==> config.mk <==
export PLATFORM = sky130hd
export DESIGN_NAME = pc_sequencer
export DESIGN_NICKNAME = d
export VERILOG_FILES = /design/src/rtl/seq_pkg.sv /design/src/rtl/branch_lut.sv /design/src/rtl/pc_sequencer.sv
export SDC_FILE = /design/constraint.sdc
export NUM_CORES = 1
export LEC_CHECK = 0
export BUFFER_PORTS_ARGS = -buffer_cell sky130_fd_sc_hd__buf_2
export CAP_MARGIN = 0
export CORE_UTILIZATION = 63
export DETAILED_ROUTE_END_ITERATION = 7
export HOLD_SLACK_MARGIN = 0.05
export PLACE_DENSITY = 0.84
export SETUP_SLACK_MARGIN = 0.5
export SYNTH_ARGS = -nofsm -noshare
export SYNTH_HDL_FRONTEND = slang
export SYNTH_HIERARCHICAL = 1
export SYNTH_SLANG_ARGS = --single-unit
==> constraint.sdc <==
create_clock -name clk -period 6.2 [get_ports clk]
set_input_delay 0.31 -clock clk [delete_from_list [all_inputs] [get_ports clk]]
set_output_delay 0.31 -clock clk [all_outputs]
set_load 0.02 [all_outputs]
==> src/rtl/seq_pkg.sv <==
// Shared types and constants for the PC sequencer and its offset LUT.
// State encoding, LUT geometry and a counter-width helper live here.
package seq_pkg;

    typedef enum logic [2:0] {
        S_IDLE   = 3'd0,
        S_FETCH  = 3'd1,
        S_EXEC   = 3'd2,
        S_HALTED = 3'd3,
        S_FAULT  = 3'd4
    } state_t;

    localparam int LUT_DEPTH = 8;
    localparam int LUT_AW    = $clog2(LUT_DEPTH);

    // Bits needed to hold values 0..n inclusive, never less than one.
    function automatic int cnt_width(input int n);
        int w;
        w = 1;
        while ((1 << w) <= n) begin
            w = w + 1;
        end
        return w;
    endfunction

endpackage

==> src/rtl/branch_lut.sv <==
// Eight-entry branch-offset table with one write port and one read port.
// Reads are combinational, so a same-cycle write is seen from the next cycle.
module branch_lut
    import seq_pkg::*;
#(
    parameter int D = 12
) (
    input  logic              clk,
    input  logic              reset,
    input  logic              we,
    input  logic [LUT_AW-1:0] waddr,
    input  logic [D-1:0]      wdata,
    input  logic [LUT_AW-1:0] raddr,
    output logic [D-1:0]      rdata
);

    logic [D-1:0] mem [LUT_DEPTH];

    always_ff @(posedge clk or posedge reset) begin
        if (reset) begin
            for (int i = 0; i < LUT_DEPTH; i++) begin
                mem[i] <= '0;
            end
        end else if (we) begin
            mem[waddr] <= wdata;
        end
    end

    assign rdata = mem[raddr];

endmodule

==> src/rtl/pc_sequencer.sv <==
// Fetch/execute sequencer: drives instruction fetch, PC advance and
// relative jumps, counts retired instructions and traps fetch timeouts.
module pc_sequencer
    import seq_pkg::*;
#(
    parameter int D   = 12,
    parameter int TMO = 15
) (
    input  logic              clk,
    input  logic              reset,
    input  logic              start,
    input  logic              imem_valid,
    input  logic              dec_branch,
    input  logic              dec_halt,
    input  logic              cond_true,
    input  logic [LUT_AW-1:0] lut_idx,
    input  logic              lut_we,
    input  logic [LUT_AW-1:0] lut_waddr,
    input  logic [D-1:0]      lut_wdata,
    output logic              imem_req,
    output logic              pc_req,
    output logic              pc_reljump_en,
    output logic [D-1:0]      pc_offset,
    output logic [15:0]       retired,
    output logic              done,
    output logic              fault
);

    localparam int WW = cnt_width(TMO);
    localparam logic [WW-1:0] WAIT_LAST = WW'(TMO - 1);

    state_t        state;
    logic [WW-1:0] wait_cnt;
    logic [15:0]   retired_q;
    logic [D-1:0]  lut_rdata;
    logic          taken;

    branch_lut #(
        .D(D)
    ) u_lut (
        .clk   (clk),
        .reset (reset),
        .we    (lut_we),
        .waddr (lut_waddr),
        .wdata (lut_wdata),
        .raddr (lut_idx),
        .rdata (lut_rdata)
    );

    assign taken   = dec_branch & cond_true;
    assign retired = retired_q;

    always_ff @(posedge clk or posedge reset) begin
        if (reset) begin
            state     <= S_IDLE;
            wait_cnt  <= '0;
            retired_q <= '0;
        end else begin
            unique case (state)
                S_IDLE: begin
                    if (start) begin
                        state    <= S_FETCH;
                        wait_cnt <= '0;
                    end
                end
                S_FETCH: begin
                    if (imem_valid) begin
                        state <= S_EXEC;
                    end else if (wait_cnt == WAIT_LAST) begin
                        state <= S_FAULT;
                    end else begin
                        wait_cnt <= wait_cnt + WW'(1);
                    end
                end
                S_EXEC: begin
                    retired_q <= retired_q + 16'd1;
                    if (dec_halt) begin
                        state <= S_HALTED;
                    end else begin
                        state    <= S_FETCH;
                        wait_cnt <= '0;
                    end
                end
                S_HALTED: state <= S_HALTED;
                S_FAULT:  state <= S_FAULT;
                default:  state <= S_FAULT;
            endcase
        end
    end

    // Outputs follow state and inputs directly; reset masks them at once.
    always_comb begin
        imem_req      = 1'b0;
        pc_req        = 1'b0;
        pc_reljump_en = 1'b0;
        pc_offset     = '0;
        done          = 1'b0;
        fault         = 1'b0;
        if (!reset) begin
            unique case (state)
                S_FETCH: imem_req = 1'b1;
                S_EXEC: begin
                    if (!dec_halt) begin
                        pc_req = 1'b1;
                        if (taken) begin
                            pc_reljump_en = 1'b1;
                            pc_offset     = lut_rdata;
                        end
                    end
                end
                S_HALTED: done  = 1'b1;
                S_FAULT:  fault = 1'b1;
                default: ;
            endcase
        end
    end

endmodule

==> metrics.yaml, run 1 <==
synth:
  yosys-top-cells-area: "dfrtp_1, mux2_2, mux4_1"
  synth_cells: 373
  syn-num-nets: 402
  synth_top_area_frac: 0.523
  synth_seq_cells: 119
  yosysWarningCount: 6
  avgSynthCellArea_um2: 15.3
  seq_area_frac_synth: 0.523
  netlist_area_um2: 5690
  netlist.top_cell.by_area: "dfrtp_1"
  ys_types: 41
sta:
  final_hold_viol_count: 0
  setup_viol: 0
  rsz0062_at_grt: "no"
  holdWs_ns: 0.0922
  fmax_mhz: 374
  final.min_clock_period_ns: 2.67
  fin_skew_ns: 0.00700
  setup_tns_ns: 0
  tightest_slew_ns: 0.996
  slew_viol_final: 0
  fin_crit_sh: 0.431
  relSlewSlack: 0.334
power:
  total_power_uw: 2300
  swShare: 0.265
  power_density_nw_per_um2: 351
  clockPowerShare: 0.396
  power_frac_comb: 0.154
  p_sw_uw: 611
  vdd_drop_max_uv: 185
  p_leak_uw: 0.00303
  sequentialPowerShare: 0.450
  p_int_uw: 1690
hold_path:
  min_from: "dec_halt"
  hold_depth: 3
  hp-class: "input port to flip-flop"
  holdPathEnd: "state[1]"
grt:
  grt_usage: 0.271
  grt_pass1_vias: 3625
  antenna_found_initial: 0
  grt_pass1_wl_um: 19000
  grt_start_max_net_pins: 61
  overflow: 0
die:
  die_h_um: 97.1
  core.rowCount: 34
  die_area_um2: 9420
  io_pins: 59
  core_region_area_um2: 8720
  start_util: 0.653
  die_w_um: 97.1
place:
  io_buffers: 58
  dp_cells: 521
  dp_hpwl_um: 6900
  routabilityCongestion: 0.799
layout:
  nNetsFinal: 462
  synthToLayoutAreaGrowth_pct: 15.1
  stdcell_count: 554
  num_antenna_cells: 0
  layout-drive-gt1-share: 0.491
critical_path:
  critical_path.slowest_cell: "dfrtp_1"
  criticalPathCategory: "flip-flop to output port"
  crit_top_cell: "nor3b_4"
  critPathMaxStageDelay_ns: 0.52
  rrSetupSlack_ns: 4.46
  critPathRequiredTime_ns: 5.89
  cp.arrival_ns: 2.36
  r2r-end: "wait_cnt[3]"
  start_kind: "flip-flop"
  cp-end-kind: "output port"
  r2r_cells: 5
  cp_max_fo: 13
  cp_cell_sequence: "nor3b_4 > nor3b_4 > and3_4 > and2_1 > buf_2"
  r2r_start: "wait_cnt[0]"
route:
  num_vias: 3433
  totalWireLength_um: 11700
  first_pass_iters: 4
  wl_per_cell_um: 21.1
  via_per_inst: 6.20
  ant_nets: 0
  drt_iter0_drc: 161
  drc: 0
clock_tree:
  clock-sinks: 119
  cts_tree: "built"
  cts.clk_slew.worst_paths_ns: 0.05
  cts_root_buffer: "clkbuf_8"
  cts_max_path_buffers: 2
  numCtsBuffers: 17
  cts_max_level: 4
  clk_latency_ns: 0.52
  post_cts_buffers: 0
run_status:
  status: "complete, no violations"
flow_run:
  max_cap_viol_count: 0
per-stage QoR:
stage | utilization | worst slack (ns) | instance area [um^2]
after detailed placement | 0.687 | 3.81 | 5990
after global placement | 0.687 | 3.82 | 5990
final | 0.752 | 3.53 | 6560
after CTS | 0.752 | 3.50 | 6560
after floorplan | - | 3.38 | 5690
after global routing | 0.752 | 3.39 | 6560
repair_timing:
item | in CTS | in global routing
resized for setup | 0 | 0
endpoints found under the hold margin | 50 | 0
hold buffers | 1 | 0
kinds of logic (layout without fill, tap and decap cells):
group	Yosys count	in the layout	share of synthesized area
buffers and inverters	24	97	0.0286
muxes	134	134	0.324
xor gates and xnor gates	15	15	0.0231
and+or+nand+nor	67	67	0.0815
adders and majority gates	3	3	0.00659
AOI/OAI and AO/OA	11	11	0.0132
DFF	119	119	0.523
power groups by stage:
| stage | sequential [uW] | clock [uW] | combinational [uW] |
|---|---|---|---|
| after floorplan | 1020 | 0 | 273 |
| after global placement | 1030 | 0 | 332 |
| after detailed placement | 1040 | 0 | 350 |
| after CTS | 1030 | 926 | 358 |
| after global routing | 1050 | 960 | 386 |
| final | 1040 | 912 | 355 |
state kept, by name (all words and copies together) (netlist names):
register and flops:
wait_cnt 4, u_lut/mem 96, state 3, retired 16
metal layers:
| metal | up-vias | track usage | wire (um) | share of wire |
|---|---|---|---|---|
| met5 | - | 0 | 0 | 0 |
| met3 | 16 | 0.0748 | 605 | 0.052 |
| li1 | 1533 | - | - | - |
| met1 | 1793 | 0.352 | 4910 | 0.42 |
| met2 | 91 | 0.446 | 6050 | 0.52 |
| met4 | 0 | 0.0850 | 125 | 0.011 |
critical path: cells and delay by family (launching register included):
family / cells / cell delay [ns]
DFF: 1 / 0.52
and+or+nand+nor: 4 / 1.16
buffers and inverters: 1 / 0.17
cell type report:
cell class / count / area (um^2)
multi-input combinational: 230 / 2550
sequential: 119 / 2980
clock inverter: 15 / 143
inverter: 4 / 16.3
timing repair buffer: 61 / 315
tap: 108 / 135
clock buffer: 17 / 414
fill: 526 / 2170
synthesized netlist by cell type:
cell type	instances
buf_8	1
mux2i_1	1
nor4b_1	1
clkbuf_1	2
nand4b_1	4
nor3b_4	2
buf_12	1
xor2_1	8
and2_2	1
o31ai_1	1
nor2b_1	2
nor4_1	1
nand2_1	6
nand2b_4	1
nand4_1	5
nand3_2	1
o21ai_0	4
ha_1	3
and2_1	11
nand3_1	10
buf_2	12
mux4_1	18
a31oi_1	1
o311ai_2	1
and3_4	1
a21oi_1	3
a41o_1	1
nor3_1	6
xnor2_1	7
inv_1	4
or3b_1	1
and4_1	1
buf_6	4
nor2_1	5
mux2_2	109
nand4bb_1	1
mux4_2	6
dfrtp_1	119
and4bb_2	3
and3_1	3
nor4b_2	1
cells in the final DEF (no fill, tap or decap), drive strengths merged, types with 2 or more instances in the layout:
master  instances
nor3b           2
nand4b          4
and4bb          3
ha              3
xor2            8
nand3          11
o21ai           4
clkinv          8
inv             9
nand4           5
nand2           6
nor3            6
buf            60
and3            4
xnor2           7
and2           12
nor4b           2
clkbuf         17
dfrtp         119
mux2          109
nor2b           2
nor2            5
mux4           24
a21oi           3
worst max-delay path by stage:
stage | from | end | slack (ns) | cells past startpoint
2_1_floorplan | reset | u_lut/mem[0] | 3.38 | 1
3_3_place_gp | lut_idx[2] | pc_offset[2] | 3.82 | 5
3_5_place_dp | lut_idx[0] | pc_offset[5] | 3.81 | 5
4_1_cts | state[0] | pc_offset[9] | 3.50 | 5
5_1_grt | state[1] | pc_offset[10] | 3.39 | 5
6_report | state[0] | pc_offset[9] | 3.53 | 5
Note: power is estimated with default switching activity, not from simulation.
==> inputs of run 2 (changes only) <==
CORE_UTILIZATION = 59   (was 63)
PLACE_DENSITY = 0.8   (was 0.84)
clock period = 2.5 ns   (was 6.2 ns; I/O delays follow)
==> run 2 against run 1 <==
Compared with the run above: clock skew about the same; routed wire length increased by 7.3%; sequential cell count did not move; clock power up 150%; critical path type unchanged; critical path depth is 1 higher; worst hold slack gained 0.18 ns; count of clock-buffer cells in the layout up 2; critical endpoint is now pc_offset[4]; setup slack worse by 3.2 ns; largest power group unchanged; cell count grew 9.7%; sequential power up 150%; cell area up 7.0%; die area up 6.6%.
==> metrics.yaml, run 2 (synthesized netlist as in run 1, its figures left out) <==
power:
  p_sw_uw: 1510  # +150%
  swShare: 0.262  # -0.00386
  total_power_uw: 5780  # +150%
  p_leak_uw: 0.00320  # +5.5%
  sequentialPowerShare: 0.443  # -0.007
  p_int_uw: 4270  # +150%
  clockPowerShare: 0.394  # -0.002
  power_density_nw_per_um2: 825  # +130%
  vdd_drop_max_uv: 479  # +160%
  power_frac_comb: 0.163  # +0.009
route:
  drt_iter0_drc: 129  # -20%
  drc: 0  # unchanged
  first_pass_iters: 5  # +1
  wl_per_cell_um: 20.6  # -2.2%
  num_vias: 3572  # +4.0%
  via_per_inst: 5.88  # -5.2%
  ant_nets: 0  # unchanged
  totalWireLength_um: 12600  # +7.3%
grt:
  grt_usage: 0.275  # +0.00435
  grt_pass1_vias: 3815  # +5.2%
  overflow: 0  # unchanged
  grt_start_max_net_pins: 38  # -38%
  grt_pass1_wl_um: 20200  # +6.2%
  antenna_found_initial: 0  # unchanged
critical_path:
  critPathMaxStageDelay_ns: 0.43  # -0.09 ns
  cp_top_family: "simple AND/OR/NAND/NOR gates"
  cp_cell_sequence: "nor3b_4 > nor3b_4 > buf_6 > and3_4 > and2_1 > buf_6"
  cp-end-kind: "output port"
  r2r_start: "wait_cnt[0]"
  cp_max_fo: 6  # -7
  start_kind: "flip-flop"
  critical_path.slowest_cell: "dfrtp_2"
  criticalPathCategory: "flip-flop to output port"
  critPathRequiredTime_ns: 2.38  # -3.51 ns
  critPathBufInv: 2  # +1
  cp.arrival_ns: 2.02  # -0.34 ns
  crit_path_start: "state[0]"
sta:
  fin_crit_sh: 0.858
  setup_viol: 0  # unchanged
  relSlewSlack: 0.417  # +0.0823
  tightest_slew_ns: 0.874  # -0.122 ns
  holdWs_ns: 0.269  # +0.177 ns
  slew_viol_final: 0  # unchanged
  final.min_clock_period_ns: 2.15
  rsz0062_at_grt: "yes"
  fmax_mhz: 466
  fin_skew_ns: 0.00687  # -0.000125 ns
  final_hold_viol_count: 0  # unchanged
  setup_tns_ns: 0  # unchanged
layout:
  num_antenna_cells: 0  # unchanged
  nNetsFinal: 495  # +7.1%
  top_register: "u_lut/mem"
  synthToLayoutAreaGrowth_pct: 23.1
  layout-drive-gt1-share: 0.516  # +0.0246
  largest_reg_flops: 96  # unchanged
  final_common_cell: "dfrtp_1"
  final_cell_mix: "dfrtp_1, mux2_2, buf_2, mux4_1, dlygate4sd3_1"
clock_tree:
  cts.clk_slew.worst_paths_ns: 0.06  # about the same
  cts_max_level: 4  # unchanged
  cts_root_buffer: "clkbuf_8"
  clock-sinks: 119  # unchanged
  numCtsBuffers: 17  # unchanged
  cts_tree: "built"
  cts_max_path_buffers: 2  # unchanged
  clk_latency_ns: 0.52  # about the same
hold_path:
  hp-class: "input port to async pin"
place:
  io_buffers: 58  # unchanged
  routabilityCongestion: 0.827  # +3.4%
  dp_hpwl_um: 7080  # +2.5%
flow_run:
  max_cap_viol_count: 0  # unchanged
die:
  core_region_area_um2: 9280  # +6.5%
  die_h_um: 100  # +3.3%
  core.rowCount: 35  # +2.9%
  die_w_um: 100  # +3.3%
  io_pins: 59  # unchanged
  start_util: 0.613  # -0.0396
  die_area_um2: 10000  # +6.6%
run_status:
  status: "complete, no violations"
-- run 2: timing repair --
item                                   in CTS  in global routing
resized for setup                          22                 16
buffers inserted                            4                  1
endpoints found under the hold margin     144                  0
pin swaps                                   5                 10
setup endpoints to repair                  13                 13
gates cloned                                1                  0
hold buffers                               17                  0
-- run 2: path summary, 6_finish.rpt --
path                       depth (start not counted)            end  slack [ns]
setup / recovery                                   6   pc_offset[4]        0.35
hold / removal                                     3  u_lut/mem[37]        0.27
setup reg to reg                                   6       state[0]        0.72
hold reg to reg                                    1    retired[15]        0.46
max in group asynchronous                          3       state[1]        1.48
min in group clk                                   5    wait_cnt[2]        0.28
-- run 2: power groups by stage --
stage                     clock [uW]  sequential [uW]  combinational (uW)
final                           2280             2560                 944
after global routing            2390             2610                1020
after CTS                       2290             2550                 931
after detailed placement           0             2580                 884
after global placement             0             2550                 844
after floorplan                    0             2530                 677
-- run 2: worst min-delay path: stages --
cell	delay, ns
dlygate4sd3_1	0.53
buf_2	0.18
clkinvlp_4	0.38
-- run 2: metal layers --
metal | track usage | up-vias | routed length [um]
met5 | 0 | - | 0
met4 | 0.0881 | 0 | 122
met3 | 0.0606 | 11 | 698
met2 | 0.448 | 127 | 6370
met1 | 0.372 | 1829 | 5370
li1 | - | 1605 | -
-- run 2: stage by stage --
stage,area [um^2],worst slack [ns],std cells,util
after floorplan,5700,0.630,373,-
after global routing,7010,0.294,608,0.755
after CTS,6950,0.362,607,0.749
final,7010,0.355,608,0.755
after global placement,6120,0.614,553,0.660
after detailed placement,6120,0.602,553,0.660
-- run 2: area by class of cell --
| type | count | area (um^2) |
|---|---|---|
| sequential | 119 | 2980 |
| clock inverter | 13 | 121 |
| multi-input combinational | 231 | 2590 |
| tap | 129 | 161 |
| fill | 551 | 2270 |
| timing repair buffer | 93 | 699 |
| inverter | 4 | 18.8 |
| clock buffer | 19 | 442 |
